[src/rtl/uart_tx_fifo_if.sv]
// Producer and transmitter signals of the UART TX FIFO, bundled for port connection.
// Write side: a byte moves on any posedge where wr_valid && wr_ready; wr_data must be stable while wr_valid=1.
interface uart_tx_fifo_if;
  logic [7:0] wr_data;
  logic       wr_valid;
  logic       wr_ready;
  logic [7:0] tx_data;
  logic       tx_send;
  logic       tx_sending;

  // master: producer plus transmitter environment; slave: the FIFO itself
  modport master (
    output wr_data, wr_valid, tx_sending,
    input  wr_ready, tx_data, tx_send
  );

  modport slave (
    input  wr_data, wr_valid, tx_sending,
    output wr_ready, tx_data, tx_send
  );
endinterface

[src/rtl/uart_tx_fifo.sv]
// Byte FIFO and frame launch sequencer feeding a UART transmitter.
// Optional sticky overflow flag (ovf port) is built when UART_TX_FIFO_OVF_EN is defined.
module uart_tx_fifo #(
  parameter int DEPTH      = 16,
  parameter int GAP_CYCLES = 0
) (
  input  logic                   clk,
  input  logic                   rst,
  uart_tx_fifo_if.slave          bus,
  output logic [$clog2(DEPTH):0] count,
  output logic                   empty,
  output logic                   full,
`ifdef UART_TX_FIFO_OVF_EN
  output logic                   ovf,
`endif
  output logic [1:0]             state_dbg
);

  localparam int AW = $clog2(DEPTH);
  localparam int CW = AW + 1;

  typedef enum logic [1:0] {
    S_IDLE = 2'd0,
    S_ARM  = 2'd1,
    S_WAIT = 2'd2,
    S_BUSY = 2'd3
  } state_t;

  state_t        state;
  logic [7:0]    mem [DEPTH];
  logic [AW-1:0] wr_ptr;
  logic [AW-1:0] rd_ptr;
  logic [7:0]    gap;
  logic [1:0]    wait_cnt;
  logic          wr_fire;
  logic          pop;
  logic          timeout;

  assign empty         = (count == '0);
  assign full          = (count == CW'(DEPTH));
  assign bus.wr_ready  = !full;
  assign state_dbg     = state;

  // Refusal while full ignores a same-cycle pop, keeping wr_ready a pure function of count.
  assign wr_fire = bus.wr_valid && !full;
  assign pop     = (state == S_IDLE) && !empty && !bus.tx_sending && (gap == 8'd0);
  assign timeout = (state == S_WAIT) && !bus.tx_sending && (wait_cnt == 2'd3);

  always_ff @(posedge clk) begin
    if (wr_fire) begin
      mem[wr_ptr] <= bus.wr_data;
    end
  end

  always_ff @(posedge clk or posedge rst) begin
    if (rst) begin
      wr_ptr <= '0;
      rd_ptr <= '0;
      count  <= '0;
    end else begin
      if (wr_fire) begin
        wr_ptr <= wr_ptr + AW'(1);
      end
      if (pop) begin
        rd_ptr <= rd_ptr + AW'(1);
      end
      case ({wr_fire, pop})
        2'b10:   count <= count + CW'(1);
        2'b01:   count <= count - CW'(1);
        default: count <= count;
      endcase
    end
  end

  // tx_data is only ever loaded on a pop so the transmitter can sample it live all frame.
  always_ff @(posedge clk or posedge rst) begin
    if (rst) begin
      state       <= S_IDLE;
      bus.tx_data <= 8'h00;
      bus.tx_send <= 1'b0;
      gap         <= 8'd0;
      wait_cnt    <= 2'd0;
    end else begin
      case (state)
        S_IDLE: begin
          bus.tx_send <= 1'b0;
          if (pop) begin
            bus.tx_data <= mem[rd_ptr];
            bus.tx_send <= 1'b1;
            state       <= S_ARM;
          end else if (gap != 8'd0) begin
            gap <= gap - 8'd1;
          end
        end
        S_ARM: begin
          bus.tx_send <= 1'b0;
          wait_cnt    <= 2'd0;
          state       <= S_WAIT;
        end
        S_WAIT: begin
          if (bus.tx_sending) begin
            state <= S_BUSY;
          end else if (timeout) begin
            state <= S_IDLE;
          end else begin
            wait_cnt <= wait_cnt + 2'd1;
          end
        end
        S_BUSY: begin
          if (!bus.tx_sending) begin
            gap   <= 8'(GAP_CYCLES);
            state <= S_IDLE;
          end
        end
        default: state <= S_IDLE;
      endcase
    end
  end

`ifdef UART_TX_FIFO_OVF_EN
  always_ff @(posedge clk or posedge rst) begin
    if (rst) begin
      ovf <= 1'b0;
    end else if ((bus.wr_valid && full) || timeout) begin
      ovf <= 1'b1;
    end
  end
`endif

endmodule

[src/flat_wrapper.sv]
// flat-port wrapper written by rule: the top's interface ports become plain ports
module uart_tx_fifo_flat 
#(
  parameter int DEPTH      = 16,
  parameter int GAP_CYCLES = 0
)
  (clk, rst, count, empty, full, state_dbg, bus_wr_data, bus_wr_valid, bus_tx_sending, bus_wr_ready, bus_tx_data, bus_tx_send);
  uart_tx_fifo_if bus_i ();
  input  logic clk;
  input  logic rst;
  output logic [$clog2(DEPTH):0] count;
  output logic empty;
  output logic full;
  output logic [1:0] state_dbg;
  input wire logic [$bits(bus_i.wr_data)-1:0] bus_wr_data;
  input wire logic [$bits(bus_i.wr_valid)-1:0] bus_wr_valid;
  input wire logic [$bits(bus_i.tx_sending)-1:0] bus_tx_sending;
  output wire logic [$bits(bus_i.wr_ready)-1:0] bus_wr_ready;
  output wire logic [$bits(bus_i.tx_data)-1:0] bus_tx_data;
  output wire logic [$bits(bus_i.tx_send)-1:0] bus_tx_send;
  assign bus_i.wr_data = bus_wr_data;
  assign bus_i.wr_valid = bus_wr_valid;
  assign bus_i.tx_sending = bus_tx_sending;
  assign bus_wr_ready = bus_i.wr_ready;
  assign bus_tx_data = bus_i.tx_data;
  assign bus_tx_send = bus_i.tx_send;
  uart_tx_fifo #(.DEPTH(DEPTH), .GAP_CYCLES(GAP_CYCLES)) u_core (.clk(clk), .rst(rst), .bus(bus_i), .count(count), .empty(empty), .full(full), .state_dbg(state_dbg));
endmodule
[config.mk]
export PLATFORM = sky130hd
export DESIGN_NAME = uart_tx_fifo_flat
export DESIGN_NICKNAME = d
export VERILOG_FILES = /design/src/rtl/uart_tx_fifo_if.sv /design/src/rtl/uart_tx_fifo.sv /design/src/flat_wrapper.sv
export SDC_FILE = /design/constraint.sdc
export NUM_CORES = 1
export LEC_CHECK = 0
export BUFFER_PORTS_ARGS = -buffer_cell sky130_fd_sc_hd__buf_2
export CORE_ASPECT_RATIO = 1.75
export CORE_MARGIN = 5
export CORE_UTILIZATION = 29
export DETAILED_ROUTE_END_ITERATION = 16
export MAX_ROUTING_LAYER = met4
export SLEW_MARGIN = 20
export SYNTH_ARGS = -nofsm -noshare
export SYNTH_HDL_FRONTEND = slang
export SYNTH_SLANG_ARGS = --single-unit
[constraint.sdc]
create_clock -name clk -period 8.66 [get_ports clk]
set_clock_uncertainty 0.15 [all_clocks]
set_input_delay 1.732 -clock clk [delete_from_list [all_inputs] [get_ports clk]]
set_output_delay 1.732 -clock clk [all_outputs]
set_load 0.02 [all_outputs]
Yosys cells after proc, flatten, opt, wreduce, memory -nomap -nowiden
Memory sizes are Yosys's and may differ from the RTL's. A register that Yosys moved wholly into a read port is not among the register bits.
Cells that the tools add are included.

storage, ports and cells
  output and inout port bits = 19
  memories = 1
  RAM bits = 128
  bits in registers = 26
  bits of input ports = 12

memory list
  name        depth  bits a word  rd ports  clocked after memory_dff  wr ports  RTL line            text
  u_core.mem  16     8            1         1                         1         uart_tx_fifo.sv:30  logic [7:0] mem [DEPTH];

cells by class
  multiplexer cells = 17
  equality and inequality tests = 14
  reduce and logical (&&, ||, !) cells = 21
  add/sub/neg operators = 6

operators with widths
  cell                   count
  $mux W8                3
  $pmux W8 S2            1
  $mux W2                6
  $ne A2 B2 Y1 const B   5
  $pmux W5 S2            1
  $add A4 B1 Y4 const B  2
  $eq A2 B2 Y1 const B   4
  $logic_not A8 Y1       1
  $pmux W2 S4            1
  $reduce_bool A2 Y1     4
  $reduce_bool A8 Y1     1
  $sub A8 B1 Y8 const B  1
  $logic_and A1 B1 Y1    6
  $reduce_and A3 Y1      2
  $add A5 B1 Y5 const B  1
  $eq A5 B5 Y1 const B   1
  $logic_not A5 Y1       1
  $sub A5 B1 Y5 const B  1
  $eq A2 B1 Y1 const B   2
  $pmux W2 S2            1
  $reduce_and A4 Y1      1
  $logic_not A1 Y1       3
  $mux W1                3
  $ne A3 B2 Y1 const B   1
  other kinds (5)        5

Depth between registers and ports, before layout
  depth after elaboration = 7
  gate-level depth with buffers = 13

Worst setup path after synthesis
No wires, ideal clock.

  path type = input port to flip-flop
  start = in bus_tx_sending
  end = reg u_core.count[4]
  arrival = 3.687 ns
  stages = 11
  path slack = 4.689 ns
  setup time = 0.134 ns
  buffers on the path = 1
  cells stage by stage = nor3_1 > o21ai_0 > nor2_1 > ha_1 > clkbuf_1 > xor2_1 > ha_1 > o211a_1 > o31ai_1 > a31oi_1 > xor2_1

between the ends
  cells in the longest elaborated chain, start to end = 5

ends and longest elaborated chain
  element                                                   RTL line            text
  start, declared                                           flat_wrapper.sv:17  input wire logic [$bits(bus_i.tx_sending)-1:0] bus_tx_sending;
  $logic_not A1 Y1 *                                        uart_tx_fifo.sv:46  assign pop = (state == S_IDLE) && !empty && !bus.tx_sending && (gap == 8'd0);
  $logic_and A1 B1 Y1 * (2 in series)                       uart_tx_fifo.sv:46
  net u_core.pop                                            uart_tx_fifo.sv:36  logic pop;
  $eq A2 B1 Y1 / $eq A2 B2 Y1 (equally long branches)       uart_tx_fifo.sv:67  case ({wr_fire, pop})
  $pmux W5 S2 / $reduce_bool A2 Y1 (equally long branches)  n/a
  end signal, assigned                                      uart_tx_fifo.sv:68  2'b10: count <= count + CW'(1);
  end signal, assigned                                      uart_tx_fifo.sv:69  2'b01: count <= count - CW'(1);
  end signal, assigned                                      uart_tx_fifo.sv:70  default: count <= count;
  end, declared                                             uart_tx_fifo.sv:10  output logic [$clog2(DEPTH):0] count,

The timed path passes the listed nets; every way through them passes the cells marked *.
A chain may end at the register's enable or synchronous reset.

Worst setup path after layout
Same ends and word-level chain as after synthesis.

==> results.md <==
- Peak VDD IR: approximately 140 uV
- Die area: ~26000 sq um
- Clock Latency Late Sink: between 400 and 500 ps
- Clock sinks: about 160
- Utilization after layout: 0.339
- Die height: about 210 um
- Worst Setup SP: bus_tx_sending
- Ratio of cells with drive above 1 in the final layout: 0.252
- Worst reg2reg path startpoint: u_core.gap[1]
- Filler cells: 2143
- Placed cell count: 700
- Period Utilization, post-route: 0.466
- Resized Gates After CTS: 0
- Flop2flop setup slack: around 5000 ps
- Routed vias/inst: 4.74
- Post-synth top flop: edfxtp_1
- Post-synthesis sequential area ratio: 0.704
- Port Buffers: 30
- CP max FO: 13
- Beginning of the worst hold path: u_core.gap[7]
- Die Span X: 125 um
- Clk slew on worst S/H paths: about 70 ps
- Overflow after GRT: 0
- Clock Path Buffers: 2
- Non-filler instance count after layout: between 700 and 800
- Post-synth EDFFs: around 130
- Net count after synthesis: 410
- Power Density: between 200 and 300 nW/um^2
- Synthesized flop and latch total: between 150 and 200
- Data required, critical path: 8810 ps
- DRC: 0
- Largest net degree at the start of global routing: 36
- Multi-input logic area: 1840 sq um
- Unrepaired setup endpoints after global routing: no
- DR vias: about 3500
- DRT iter0 DRCs: ~390
- Core ar.: about 23000 sq um
- Synth Warn #: 0
- Final antenna-violating net count: 0
- Vias in the first global route: about 3700
- Largest cells by area after synthesis: edfxtp_1, dfrtp_1, mux4_2, mux2i_1, ha_1
- Worst slew pin tran: 1040 ps
- CP Capture Type: flip-flop
- Hold_ws: 332 ps
- Tmin final: 4040 ps
- Setup Fix Bufs, Post-CTS: 0
- FFs w/ async S/R, synth: 0.210
- Area Overhead vs Synth: 15.7%
- WL/cell: ~19 um
- Crit path launch type: primary input
- Data arrival time of the worst path: 4190 ps
- Antenna violations before repair: 0
- Max Cap Viol: 0
- Top Ports: 31
- Final setup fails: 0
- Router iterations before antenna repair: 4
- Most common cell in the netlist: edfxtp_1
- Initial Utilization: 0.293
- CTS tree: built
- HPWL Detailed: 9.50 mm
- Max Clk Rate: between 0.2 and 0.25 GHz
- NumNets Final: about 440
- First-pass GRT wire length: roughly 22 mm
- FF/Latch Area: between 4000 and 5000 sq um
- H-tree depth: 4
- Synthesized area per cell: between 15 and 20 sq um
- Largest area contributor in the netlist: edfxtp_1
- WL final: roughly 14 mm
- Diode count: 0
- Root Driver: clkbuf_16
- Setup TNS: 0 ps
- Max_slew headroom: 0.305
- Status: complete, no violations
- Synth unique cells: 43
- Post-synth top area share: 0.576
- Min-delay worst type: reg2reg
- GP Congestion: ~0.78
- Most frequent cells after synthesis: edfxtp_1, dfrtp_1, mux4_2
- CTS Buf Count: 17
- GRT Total Usage: 0.112
- Mapped Area: around 6700 sq um
- Slew Viols, Final: 0
- Final Hold Viols: 0
- Placement Rows: 73
- Pleak: roughly 2.7 nW
- Worst Path Class, Setup: in2reg
- Post-Syn Instances: 386
- CTS Hold Buffers Added: 0
[logic make-up after synthesis]
| group | after synthesis | share of synthesized area |
|---|---|---|
| AOI/OAI and AO/OA | 49 | 0.0492 |
| DFF | 162 | 0.704 |
| adders and majority gates | 12 | 0.0225 |
| xor gates and xnor gates | 13 | 0.0171 |
| and+or+nand+nor | 65 | 0.0482 |
| muxes | 52 | 0.138 |
| buffers and inverters | 33 | 0.0206 |
[where the power goes]
part	leakage [nW]	internal (mW)	switching [mW]	total (mW)
logic	0.819	0.222	0.292	0.515
clock network	0.281	0.395	0.308	0.703
registers	1.58	0.962	0.0980	1.06
total	2.68	1.58	0.698	2.28
[state kept, by name (all words and copies together) (netlist names)]
signal              flops
u_core.count            5
u_core.rd_ptr           4
u_core.bus.tx_data      8
u_core.wait_cnt         2
u_core.gap              8
u_core.wr_ptr           4
u_core.state_dbg        2
u_core.mem            128
u_core.bus.tx_send      1
[cell usage in the layout, fill, tap and decap left out, types with 3 or more instances in the layout]
cell,netlist,layout
nand2_1,13,13
o221ai_1,8,8
inv_1,10,10
mux2i_1,18,18
o21ai_0,16,16
xnor2_1,5,5
inv_6,0,3
a21o_1,4,4
buf_4,0,7
nor3_1,7,7
mux4_2,32,32
ha_1,12,12
xor2_1,8,8
clkbuf_16,0,18
nand2b_1,3,3
nor4_1,3,3
buf_2,5,30
nor2_1,23,23
edfxtp_1,128,128
or3_1,3,3
clkinv_2,0,4
clkinv_4,0,4
dfrtp_1,34,32
a21oi_1,7,7
[per-stage QoR]
| stage | instance area (sq um) | worst slack, ps | power, mW |
|---|---|---|---|
| after detailed placement | 7150 | 4190 | 1.60 |
| after floorplan | 6670 | 4690 | 1.43 |
| after CTS | 7710 | 4640 | 2.31 |
| after global routing | 7710 | 4490 | 2.40 |
| final | 7710 | 4620 | 2.28 |
| after global placement | 7150 | 4330 | 1.57 |
[routing by layer]
layer / share of wire / GRT usage
met1: 0.34 / 0.105
met2: 0.60 / 0.213
met3: 0.042 / 0.0307
met4: 0.017 / 0.0450
met5: 0 / -
[worst max-delay path, cell delays in order]
cell	delay, ps
buf_2	130
nor3_1	150
o21ai_0	100
buf_4	180
nor2_1	390
ha_1	420
xor2_1	120
ha_1	230
o211a_1	210
o31ai_1	260
a31oi_1	90
xor2_1	170
[worst paths after layout]
check	cells after the start	to
min in group asynchronous	2	u_core.count[2]
setup / recovery	12	u_core.count[4]
max in group asynchronous	3	u_core.rd_ptr[1]
hold reg to reg	1	u_core.gap[7]
hold / removal	1	u_core.gap[7]
setup reg to reg	12	u_core.count[4]
[cell type report]
type,instances,area share
Clock inverter,13,0.0130
Clock buffer,19,0.0602
Multi-Input combinational cell,191,0.238
Tap cell,300,0.0487
Timing Repair Buffer,37,0.0263
Inverter,10,0.00487
Sequential cell,162,0.609
No activity file was read; power rests on OpenSTA's default activity.
